### src/rtl/wave_sequencer_if.sv
// Sample stream from the wave sequencer to its downstream consumer (DAC/PWM).
// A sample transfers on any clock edge where sample_valid and sample_ready are both high.
interface wave_sequencer_if;
  logic [7:0] sample_out;
  logic       sample_valid;
  logic       sample_ready;

  modport master (output sample_out, output sample_valid, input sample_ready);
  modport slave  (input sample_out, input sample_valid, output sample_ready);
endinterface

### src/rtl/wave_sequencer.sv
// Phase-accumulator sequencer for the 8-bit waveform generator: drives count,
// muxes the selected generator output and streams it, in continuous or burst mode.
module wave_sequencer #(
  parameter int PHASE_W = 16,
  parameter int BURST_W = 8
) (
  input  logic               clock,
  input  logic               reset,
  input  logic               start,
  input  logic               stop,
  input  logic [PHASE_W-1:0] freq_word,
  input  logic [2:0]         wave_sel,
  input  logic [BURST_W-1:0] burst_len,
  input  logic [7:0]         square,
  input  logic [7:0]         triangle,
  input  logic [7:0]         reciprocal,
  input  logic [7:0]         sin,
  input  logic [7:0]         full,
  input  logic [7:0]         half,
  output logic [7:0]         count,
  wave_sequencer_if.master   stream,
  output logic               busy,
  output logic               done,
  output logic [BURST_W-1:0] periods_done,
  output logic [1:0]         state_dbg
);

  typedef enum logic [1:0] {IDLE = 2'd0, RUN = 2'd1, FINISH = 2'd2} state_t;

  state_t               state_q, state_d;
  logic [PHASE_W-1:0]   phase_q;
  logic [PHASE_W-1:0]   freq_q;
  logic [2:0]           sel_q;
  logic [BURST_W-1:0]   burst_q;
  logic                 stop_pending;
  logic [7:0]           sample_q;
  logic                 valid_q;
  logic                 done_q;
  logic [BURST_W-1:0]   periods_q;

  logic [PHASE_W:0]     phase_sum;
  logic [BURST_W:0]     periods_inc;
  logic                 step;
  logic                 wrap;
  logic                 last_period;
  logic                 finish_ok;
  logic [7:0]           wave;

  assign phase_sum   = {1'b0, phase_q} + {1'b0, freq_q};
  assign periods_inc = {1'b0, periods_q} + (BURST_W+1)'(1);
  assign count       = phase_q[PHASE_W-1 -: 8];

  assign stream.sample_out   = sample_q;
  assign stream.sample_valid = valid_q;
  assign busy                = (state_q != IDLE);
  assign done                = done_q;
  assign periods_done        = periods_q;
  assign state_dbg           = state_q;

  always_comb begin
    wave = 8'd0;
    case (sel_q)
      3'd0:    wave = square;
      3'd1:    wave = triangle;
      3'd2:    wave = reciprocal;
      3'd3:    wave = sin;
      3'd4:    wave = full;
      3'd5:    wave = half;
      default: wave = 8'd0;
    endcase
  end

  always_ff @(posedge clock or posedge reset) begin
    if (reset) state_q <= IDLE;
    else       state_q <= state_d;
  end

  // A step advances the phase whenever the output register is free or being drained.
  always_comb begin
    state_d     = state_q;
    step        = 1'b0;
    wrap        = 1'b0;
    last_period = 1'b0;
    finish_ok   = 1'b0;
    case (state_q)
      IDLE: begin
        if (start) state_d = RUN;
      end
      RUN: begin
        step        = !(valid_q && !stream.sample_ready);
        wrap        = step && phase_sum[PHASE_W];
        last_period = (burst_q != '0) && (periods_inc == {1'b0, burst_q});
        if (wrap && (stop_pending || last_period)) state_d = FINISH;
      end
      FINISH: begin
        finish_ok = !valid_q || stream.sample_ready;
        if (finish_ok) state_d = IDLE;
      end
      default: state_d = IDLE;
    endcase
  end

  always_ff @(posedge clock or posedge reset) begin
    if (reset) begin
      phase_q      <= '0;
      freq_q       <= '0;
      sel_q        <= '0;
      burst_q      <= '0;
      stop_pending <= 1'b0;
      sample_q     <= '0;
      valid_q      <= 1'b0;
      done_q       <= 1'b0;
      periods_q    <= '0;
    end else begin
      done_q <= 1'b0;
      case (state_q)
        IDLE: begin
          if (start) begin
            freq_q       <= freq_word;
            sel_q        <= wave_sel;
            burst_q      <= burst_len;
            phase_q      <= '0;
            periods_q    <= '0;
            stop_pending <= 1'b0;
          end
        end
        RUN: begin
          if (stop) stop_pending <= 1'b1;
          if (step) begin
            sample_q <= wave;
            valid_q  <= 1'b1;
            phase_q  <= phase_sum[PHASE_W-1:0];
            // Reconfiguration only takes effect at a period boundary.
            if (wrap) begin
              if (!(&periods_q)) periods_q <= periods_q + BURST_W'(1);
              freq_q <= freq_word;
              sel_q  <= wave_sel;
            end
          end
        end
        FINISH: begin
          if (valid_q && stream.sample_ready) valid_q <= 1'b0;
          if (finish_ok) begin
            done_q       <= 1'b1;
            phase_q      <= '0;
            stop_pending <= 1'b0;
          end
        end
        default: ;
      endcase
    end
  end

endmodule

### src/flat_wrapper.sv
// flat-port wrapper written by rule: the top's interface ports become plain ports
module wave_sequencer_flat 
#(
  parameter int PHASE_W = 16,
  parameter int BURST_W = 8
)
  (clock, reset, start, stop, freq_word, wave_sel, burst_len, square, triangle, reciprocal, sin, full, half, count, busy, done, periods_done, state_dbg, stream_sample_out, stream_sample_valid, stream_sample_ready);
  wave_sequencer_if stream_i ();
  input  logic clock;
  input  logic reset;
  input  logic start;
  input  logic stop;
  input  logic [PHASE_W-1:0] freq_word;
  input  logic [2:0] wave_sel;
  input  logic [BURST_W-1:0] burst_len;
  input  logic [7:0] square;
  input  logic [7:0] triangle;
  input  logic [7:0] reciprocal;
  input  logic [7:0] sin;
  input  logic [7:0] full;
  input  logic [7:0] half;
  output logic [7:0] count;
  output logic busy;
  output logic done;
  output logic [BURST_W-1:0] periods_done;
  output logic [1:0] state_dbg;
  output wire logic [$bits(stream_i.sample_out)-1:0] stream_sample_out;
  output wire logic [$bits(stream_i.sample_valid)-1:0] stream_sample_valid;
  input wire logic [$bits(stream_i.sample_ready)-1:0] stream_sample_ready;
  assign stream_sample_out = stream_i.sample_out;
  assign stream_sample_valid = stream_i.sample_valid;
  assign stream_i.sample_ready = stream_sample_ready;
  wave_sequencer #(.PHASE_W(PHASE_W), .BURST_W(BURST_W)) u_core (.clock(clock), .reset(reset), .start(start), .stop(stop), .freq_word(freq_word), .wave_sel(wave_sel), .burst_len(burst_len), .square(square), .triangle(triangle), .reciprocal(reciprocal), .sin(sin), .full(full), .half(half), .count(count), .stream(stream_i), .busy(busy), .done(done), .periods_done(periods_done), .state_dbg(state_dbg));
endmodule
### config.mk
export PLATFORM = sky130hd
export DESIGN_NAME = wave_sequencer_flat
export DESIGN_NICKNAME = d
export VERILOG_FILES = /design/src/rtl/wave_sequencer_if.sv /design/src/rtl/wave_sequencer.sv /design/src/flat_wrapper.sv
export SDC_FILE = /design/constraint.sdc
export NUM_CORES = 1
export LEC_CHECK = 0
export CELL_PAD_IN_SITES_DETAIL_PLACEMENT = 1
export CELL_PAD_IN_SITES_GLOBAL_PLACEMENT = 2
export CORE_MARGIN = 4
export CORE_UTILIZATION = 29
export CTS_CLUSTER_SIZE = 20
export DETAILED_ROUTE_END_ITERATION = 16
export GPL_ROUTABILITY_DRIVEN = 0
export PLACE_DENSITY = 0.77
export SYNTH_ARGS = -nofsm -noshare
export SYNTH_HDL_FRONTEND = slang
export SYNTH_SLANG_ARGS = --single-unit
### constraint.sdc
create_clock -name clock -period 3 [get_ports clock]
set_input_delay 0.3 -clock clock [delete_from_list [all_inputs] [get_ports clock]]
set_output_delay 0.3 -clock clock [all_outputs]
set_load 0.03 [all_outputs]
======== Word-level counts from Yosys, hierarchy flattened ========
Cells that the tools add are included.
word-level totals
  logic and storage cells ................. 90
  bits in registers ....................... 64
  output and inout port bits .............. 29
  input port bits ......................... 80
operators by class
  equal/unequal tests ..................... 17
  multiplexer cells ....................... 34
  add/subtract/negate cells ............... 3
  reductions and logical operators ........ 26
operators with widths
  kind                                                 count
  two-way mux 16 bit                                   6
  one-hot mux 16 bit (3 select lines)                  1
  one-hot mux 8 bit (6 select lines)                   1
  two-way mux 8 bit                                    4
  one-hot mux 16 bit (2 select lines)                  1
  adder 16 x 16 -> 17 bit                              1
  one-hot mux 8 bit (2 select lines)                   1
  != test 2 x 1 -> 1 bit, second input constant        6
  AND reduction 4 bit                                  3
  two-way mux 1 bit                                    10
  adder 8 x 1 -> 9 bit, second input constant          1
  equality test 9 x 8 -> 1 bit                         1
  two-way mux 3 bit                                    3
  adder 8 x 1 -> 8 bit, second input constant          1
  AND reduction 8 bit                                  1
  nonzero test 8 bit                                   1
  equality test 3 x 2 -> 1 bit, second input constant  2
  equality test 3 bit, second input constant           2
  two-way mux 2 bit                                    3
  != test 2 bit, second input constant                 3
  one-hot mux 2 bit (3 select lines)                   1
  one-hot mux 3 bit (2 select lines)                   1
  AND reduction 3 bit                                  2
  nonzero test 2 bit                                   3
  13 further kinds                                     21

======== Longest topological paths before layout ========
Gate-level depths: netlist of the first run.
  depth after elaboration ................. 8
  gate-level depth with buffers ........... 12
  mapped depth without buffers ............ 10

======== Worst setup path before layout of the first run ========
No wires, ideal clock.
  path kind ............................... register to register
  start point ............................. reg u_core.freq_q[0]
  end point ............................... reg u_core.freq_q[0]
  cell stages (with the launch flop) ...... 13
  slack ................................... 0.487 ns
  arrival ................................. 2.388 ns
  required time ........................... 2.875 ns
  clock period less this slack ............ 2.513 ns
  path through ............................ dfrtp_1 -> ha_1 -> inv_1 -> fa_1 -> nand2b_1 -> a21oi_2 -> a41oi_2 -> o21ai_2 -> and2_4 -> buf_6 -> nor2_8 -> buf_12 -> mux2_4
between the ends
  word-level cells in the longest chain between the ends .. 5
RTL lines
  element                                  RTL line               text
  start, declared                          wave_sequencer.sv:32   logic [PHASE_W-1:0] freq_q;
  start signal, assigned                   wave_sequencer.sv:119  freq_q <= freq_word;
  start signal, assigned                   wave_sequencer.sv:136  freq_q <= freq_word;
  adder 16 x 16 -> 17 bit                  wave_sequencer.sv:49   assign phase_sum = {1'b0, phase_q} + {1'b0, freq_q};
  logical AND 1 bit                        wave_sequencer.sv:91   wrap = step && phase_sum[PHASE_W];
  two-way mux 1 bit                        wave_sequencer.sv:85   case (state_q)
  != test 2 x 1 -> 1 bit (no source line)  n/a
  AND reduction 4 bit (no source line)     n/a
Every way passes these cells.
A chain may end at the register's enable or synchronous reset.

======== Final worst setup path of the first run ========
  start point ............................. reg u_core.freq_q[0]
  end point ............................... reg u_core.freq_q[6]
The elaborated chain is that of the path after synthesis.

==> results.md, run 1 <==
- Status: finished, final reports clean
- Sequential cell area fraction in the yosys report: 40.7%
- Pleak: 0.00231 uW
- Initial core utilization: between 20% and 30%
- Top FF cell, synth: dfrtp_1
- I/O Buffers: approximately 110
- Final hold vios: 0
- Vias in the first global route: 3634
- Core ar.: 13300 um^2
- Share of Yosys cell area claimed by the top area cell type: ~41%
- Max-cap violations: 0
- Setup TNS: 0 ns
- Clock latency on the worst-skew pair: between 0.3 and 0.4 ns
- Fin nets: between 600 and 700
- Post-CTS sizing: 0
- Via/cell ratio: 4.90
- Synth unique cells: between 50 and 60
- Slew @ Worst Pin: ~1.0 ns
- RSZ-0062 raised after global routing: no
- Worst EP arrival: between 2 and 3 ns
- Routed wire per std cell: approximately 17 um
- Top-count cell post-synth: dfrtp_1
- CP peak stage delay: 0.39 ns
- Crit share post-route: 89.5%
- Dominant cells by area after synthesis: dfrtp_1, nand2_1, ha_1
- Min Tclk post-route: approximately 2.7 ns
- Sequential cell area: ~1600 um^2
- First-pass GRT wire length: between 15 and 20 mm
- Crit end category: flip-flop
- Rel. slew slack: 30.6%
- CTS tree: done
- Vias: roughly 3.4k
- Congestion Overflow GR: 0
- # rows: between 40 and 50
- Hold buffers post-CTS: 0
- Commonest cells post-synth: dfrtp_1, nand2_1, o21ai_0, nor2_1, a21oi_1
- Finish-stage setup viols: 0
- IO Pins: 109
- Post-route DRC: 0
- Layout area overhead: 38.6%
- Worst min-delay path class: input port to asynchronous set/reset pin
- Asr flop ratio synth: 100%
- DP Wirelength: a little under 9 mm
- Antenna fix cells: 0
- Yosys reg bits: 64
- Warnings from Yosys: 0
- Pin count of the biggest net entering global routing: 36
- Cell type with the largest total area after synthesis: dfrtp_1
- Worst VDD drop: roughly 300 uV
- Post-layout util: approximately two fifths
- Setup Fix Bufs, Post-CTS: 0
- Number of enable flip-flop cells after synthesis: 0
- Chip Height: around 120 um
- CTS clk-pin slew, worst paths: about 0.05 ns
- Critical-path cell list: ha_1 > inv_1 > fa_1 > nand2b_1 > a21oi_2 > a41oi_2 > o21ai_2 > and2_4 > nor2_8 > mux2_4
- Avg Inst Size Synth: just under 10 um^2
- Clk_skew: between 0.007 and 0.008 ns
- CP Class: flip-flop to flip-flop
- Final antenna-violating net count: 0
- Synth Cell Area: around 3900 um^2
- Fmax achieved: about 370 MHz
- Area of the multi-input gates: 2140 um^2
- Initial antenna violation count: 0
- Cts bufs inserted: 9
- Synthesized instance count: between 400 and 500
- Max-slew violations: 0
- Mapped Nets: approximately 500
- CTS HTree Levels: 3
- Req. time, crit path: 3.20 ns
- All-Layer GR Usage: between 15 and 20%
- Slowest CP cell: fa_1
- Iter 0 DRT Violations: ~160
- Fraction of layout cells with a size suffix above 1: 11.0%
- First-pass DRT Iterations: 4
- Clock tree sinks: 64
- Clk buf depth: 2
- Layout fillers: ~1.5k
- DRT Wirelength: 11.5 mm
- Total power: about 2400 uW
- Crit Path Max Fanout: 19
- DIE WIDTH: 125 um
- P per Cell Area: 444 nW/um^2
- DIE AREA: 15500 um^2
- Root Buffer Master: clkbuf_16
- Worst setup SP type: flip-flop
==> routing by layer <==
layer / track usage (%) / wire length [um] / share of wire, % / up-vias
met1: 20.4 / 5550 / 48 / 1635
met3: 3.26 / 365 / 3.2 / 8
met4: 4.00 / 103 / 0.90 / 0
met5: 0 / 0 / 0 / -
li1: - / - / - / 1643
met2: 24.9 / 5490 / 48 / 77
==> stage by stage <==
stage | instances | worst slack, ns | hold WS (ns) | area, um^2
floorplan | 408 | 0.487 | 0.405 | 3940
global placement | 672 | 0.394 | 0.467 | 5140
detailed placement | 672 | 0.307 | 0.487 | 5140
CTS | 687 | 0.278 | 0.444 | 5460
global route | 687 | 0.186 | 0.484 | 5460
finish | 687 | 0.316 | 0.413 | 5460
==> cell type report <==
type | count | share of cell area (%)
Inverter | 16 | 1.10
Clock inverter | 3 | 1.19
Multi-Input combinational cell | 305 | 39.2
Tap cell | 176 | 4.03
Timing Repair Buffer | 111 | 20.4
Sequential cell | 64 | 29.3
Clock buffer | 12 | 4.70
==> kinds of logic (layout without fill, tap and decap cells) <==
| kind of cell | count (synthesis) | in the layout | share of synthesized area (%) |
|---|---|---|---|
| DFF | 64 | 64 | 40.7 |
| and+or+nand+nor | 118 | 118 | 13.6 |
| AOI/OAI and AO/OA | 109 | 109 | 18.1 |
| buffers and inverters | 39 | 142 | 5.11 |
| adders and majority gates | 18 | 18 | 5.91 |
| xor gates and xnor gates | 24 | 24 | 5.34 |
| muxes | 36 | 36 | 11.2 |
==> critical path: cells and delay by family, from the launching register on <==
family / cells / cell delay, ns
buf+inv: 1 / 0.06
simple gates: 3 / 0.58
mux: 1 / 0.33
flops: 1 / 0.35
compound gates: 3 / 0.68
fa+ha+maj: 2 / 0.56
==> final timing paths <==
| kind | startpoint | end | slack, ns | cells past startpoint |
|---|---|---|---|---|
| worst max-delay path | u_core.freq_q[0]$_DFFE_PP0P_ | u_core.freq_q[6]$_DFFE_PP0P_ | 0.32 | 10 |
| worst min-delay path | reset | u_core.stream.sample_out[1]$_DFFE_PP0P_ | 0.41 | 2 |
| worst max register to register | u_core.freq_q[0]$_DFFE_PP0P_ | u_core.freq_q[6]$_DFFE_PP0P_ | 0.32 | 10 |
| worst min register to register | u_core.phase_q[6]$_DFFE_PP0P_ | u_core.phase_q[6]$_DFFE_PP0P_ | 0.50 | 2 |
| max in group asynchronous | reset | u_core.phase_q[15]$_DFFE_PP0P_ | 1.96 | 3 |
| min in group clock | u_core.phase_q[6]$_DFFE_PP0P_ | u_core.phase_q[6]$_DFFE_PP0P_ | 0.50 | 2 |
==> layout by cell type (no fill, tap or decap), drive strengths merged, types with 12 or more instances in the layout <==
cell,synthesis,layout
a21oi,21,21
clkbuf,10,12
clkdlybuf4s50,0,108
dfrtp,64,64
ha,17,17
inv,16,16
mux2,25,25
nand2,58,58
nand3,13,13
nor2,27,27
o21ai,39,39
xnor2,19,19
==> flip-flops by register name, indices dropped and copies added (netlist names) <==
register                    cells
u_core.periods_done             8
u_core.stream.sample_out        8
u_core.done                     1
u_core.freq_q                  16
u_core.stream.sample_valid      1
u_core.burst_q                  8
u_core.sel_q                    3
u_core.state_dbg                2
u_core.stop_pending             1
u_core.phase_q                 16
==> where the power goes <==
part           leakage [uW]  internal (uW)  switching, uW  total [uW]
Sequential         0.000839            899           25.3         925
Clock              0.000159            766            359        1120
Combinational       0.00131            193            179         372
(Power assumes the default switching activity.)
==> run 2: changes to the inputs <==
--- a/config.mk
+++ b/config.mk
@@ -8,11 +8,11 @@
 export CELL_PAD_IN_SITES_DETAIL_PLACEMENT = 1
 export CELL_PAD_IN_SITES_GLOBAL_PLACEMENT = 2
 export CORE_MARGIN = 4
-export CORE_UTILIZATION = 29
-export CTS_CLUSTER_SIZE = 20
+export CORE_UTILIZATION = 38
 export DETAILED_ROUTE_END_ITERATION = 16
+export DONT_BUFFER_PORTS = 1
 export GPL_ROUTABILITY_DRIVEN = 0
-export PLACE_DENSITY = 0.77
+export PLACE_DENSITY = 0.76
 export SYNTH_ARGS = -nofsm -noshare
 export SYNTH_HDL_FRONTEND = slang
 export SYNTH_SLANG_ARGS = --single-unit
==> run 2 against run 1 <==
  * Register-to-register slack worse by 0.03 ns
  * Count of clock-buffer cells in the layout grew 2
  * Hold slack lost 0.36 ns
  * Largest power group is now sequential cells
  * Die area shrank 22%
  * Sequential share of layout area is 8.3 points higher
  * Clock skew rose by 0.0030 ns
  * First-iteration DRC count rose by 6.2%
  * Sequential power grew 3.9%
  * Via count fell by 11%
  * Fmax decreased by 1.1%
  * Combinational power is 50% lower
  * Power decreased by 19%
==> results.md, run 2 (synthesis gave the netlist of run 1 again) <==
- Status: finished, final reports clean
- Post-CTS sizing: 0
- CTS clk-pin slew, worst paths: 0.08 ns
- DP Wirelength: 7.51 mm
- Final antenna-violating net count: 0
- Rel. slew slack: roughly a third
- Clock tree sinks: 64
- Congestion Overflow GR: 0
- Seq pwr share: between 40% and 50%
- CP peak stage delay: between 0.5 and 0.6 ns
- Layout fillers: about 1.1k
- Internal: 1440 uW
- Slew @ Worst Pin: 0.989 ns
- P per Cell Area: 461 nW/um^2
- Setup TNS: 0 ns
- Setup Fix Bufs, Post-CTS: 0
- Hold buffers post-CTS: 0
- CP Class: flip-flop to flip-flop
- Worst VDD drop: 235 uV
- Psw: ~520 uW
- Pre-CTS worst setup slack: about 0.30 ns
- Area of the multi-input gates: 2140 um^2
- Min Tclk post-route: between 2 and 3 ns
- Vias: ~3.0k
- Slowest CP cell: dfrtp_1
- Crit end category: flip-flop
- Cts bufs inserted: 9
- Worst setup SP type: flip-flop
- Max-cap violations: 0
- Fmax achieved: around 370 MHz
- Biggest regs: u_core.freq_q (16), u_core.phase_q (16)
- Core ar.: around 10000 um^2
- Post-route DRC: 0
- Most common cell after layout, fill and taps aside: dfrtp_1
- Final hold vios: 0
- Most frequent cells in the layout: dfrtp_1, nand2_1, o21ai_0, nor2_1, a21oi_1
- I/O Buffers: 0
- Req. time, crit path: 3.23 ns
- # rows: 36
- Antenna fix cells: 0
- Pin count of the biggest net entering global routing: between 60 and 70
- Clk buf depth: 2
- Vias in the first global route: 3158
- Clock latency on the worst-skew pair: around 0.35 ns
- Initial antenna violation count: 0
- Routed wire per std cell: about 19 um
- Worst EP arrival: 2.94 ns
- Chip Height: roughly 110 um
- Combinational power share: under 10%
- Clk_skew: between 0.01 and 0.015 ns
- IO Pins: ~110
- Iter 0 DRT Violations: 171
- First-pass DRT Iterations: 4
- Crit Path Max Fanout: 19
- Fraction of layout cells with a size suffix above 1: 15.6%
- Finish-stage setup viols: 0
- Setup ws final: between 0.2 and 0.3 ns
- Fin cells: 544
- Clock share of power: about two fifths
- Max-slew violations: 0
- Initial core utilization: about two fifths
- DIE WIDTH: around 110 um
- CP top delay family: simple AND/OR/NAND/NOR gates
- CTS tree: done
- Worst min-delay path class: input port to flip-flop
- All-Layer GR Usage: around 18%
- Critical-path cell list: ha_1 > nand2_1 > o21ai_0 > a221oi_2 > o21ai_2 > and2_4 > nor2_8 > mux2_2
- Via/cell ratio: 5.49
- RSZ-0062 raised after global routing: no
- Sequential cell area: between 1500 and 2000 um^2
- WP buf/inv: 0
- Pleak: 0.00188 uW
- CTS HTree Levels: 3
- Layout area overhead: 8.13%
- DIE AREA: 12100 um^2
- Crit share post-route: approximately nine tenths
- Root Buffer Master: clkbuf_8
- Sw frac: 26.5%
- Placed cells: between 500 and 600
- Fin nets: between 500 and 600
- DRT Wirelength: roughly 10 mm
- First-pass GRT wire length: about 17 mm
[run 2: changes by cell type in the layout (fill, tap and decap cells not counted), sizes merged]
cell,change
clkdlybuf4s50,-108
bufinv,-1
buf,+7
clkbuf,+2
[run 2: per-layer routing]
layer	global-route usage (%)	part of all wire, %	routed length [um]
met5	0	0	0
met4	5.61	1.5	151
met3	6.40	7.4	754
met2	27.9	46	4710
met1	22.9	45	4530
[run 2: worst reg2reg max path, cell delays in order (launching register included)]
cell and delay (ns):
dfrtp_1 0.52, ha_1 0.42, nand2_1 0.09, o21ai_0 0.17, a221oi_2 0.32, o21ai_2 0.13
and2_4 0.20, nor2_8 0.36, mux2_2 0.39
[run 2: final timing paths]
| kind | to | slack (ns) | from | depth (start not counted) |
|---|---|---|---|---|
| setup reg to reg | u_core.sel_q[0]$_DFFE_PP0P_ | 0.29 | u_core.phase_q[10]$_DFFE_PP0P_ | 8 |
| max in group asynchronous | u_core.phase_q[11]$_DFFE_PP0P_ | 2.38 | reset | 2 |
| hold reg to reg | u_core.phase_q[7]$_DFFE_PP0P_ | 0.49 | u_core.phase_q[7]$_DFFE_PP0P_ | 2 |
| setup / recovery | u_core.sel_q[0]$_DFFE_PP0P_ | 0.29 | u_core.phase_q[10]$_DFFE_PP0P_ | 8 |
| hold / removal | u_core.burst_q[6]$_DFFE_PP0P_ | 0.06 | burst_len[6] | 2 |
| min in group asynchronous | u_core.burst_q[0]$_DFFE_PP0P_ | 0.08 | reset | 2 |
[run 2: cell type report]
cell class / instances / share of cell area, %
clock inverters: 2 / 0.823
flip-flops and latches: 64 / 37.6
inverters: 16 / 1.41
repair buffers: 10 / 1.76
clock buffers: 14 / 4.29
well taps: 133 / 3.91
multi-input cells: 305 / 50.2
[run 2: power by group through the flow]
stage / Clock [uW] / Sequential (uW) / Combinational [uW]
after floorplan: 0 / 953 / 179
after global placement: 0 / 976 / 184
after detailed placement: 0 / 979 / 190
after CTS: 848 / 962 / 190
after global routing: 881 / 967 / 214
final: 814 / 961 / 187
[run 2: stage by stage]
| stage | utilization [%] | area, um^2 | total power, uW | hold slack [ns] |
|---|---|---|---|---|
| 2_1_floorplan | - | 3940 | 1130 | 0.405 |
| 3_3_place_gp | 40.6 | 4040 | 1160 | 0.407 |
| 3_5_place_dp | 40.6 | 4040 | 1170 | 0.412 |
| 4_1_cts | 42.8 | 4260 | 2000 | 0.0300 |
| 5_1_grt | 42.8 | 4260 | 2060 | 0.0406 |
| 6_report | 42.8 | 4260 | 1960 | 0.0557 |
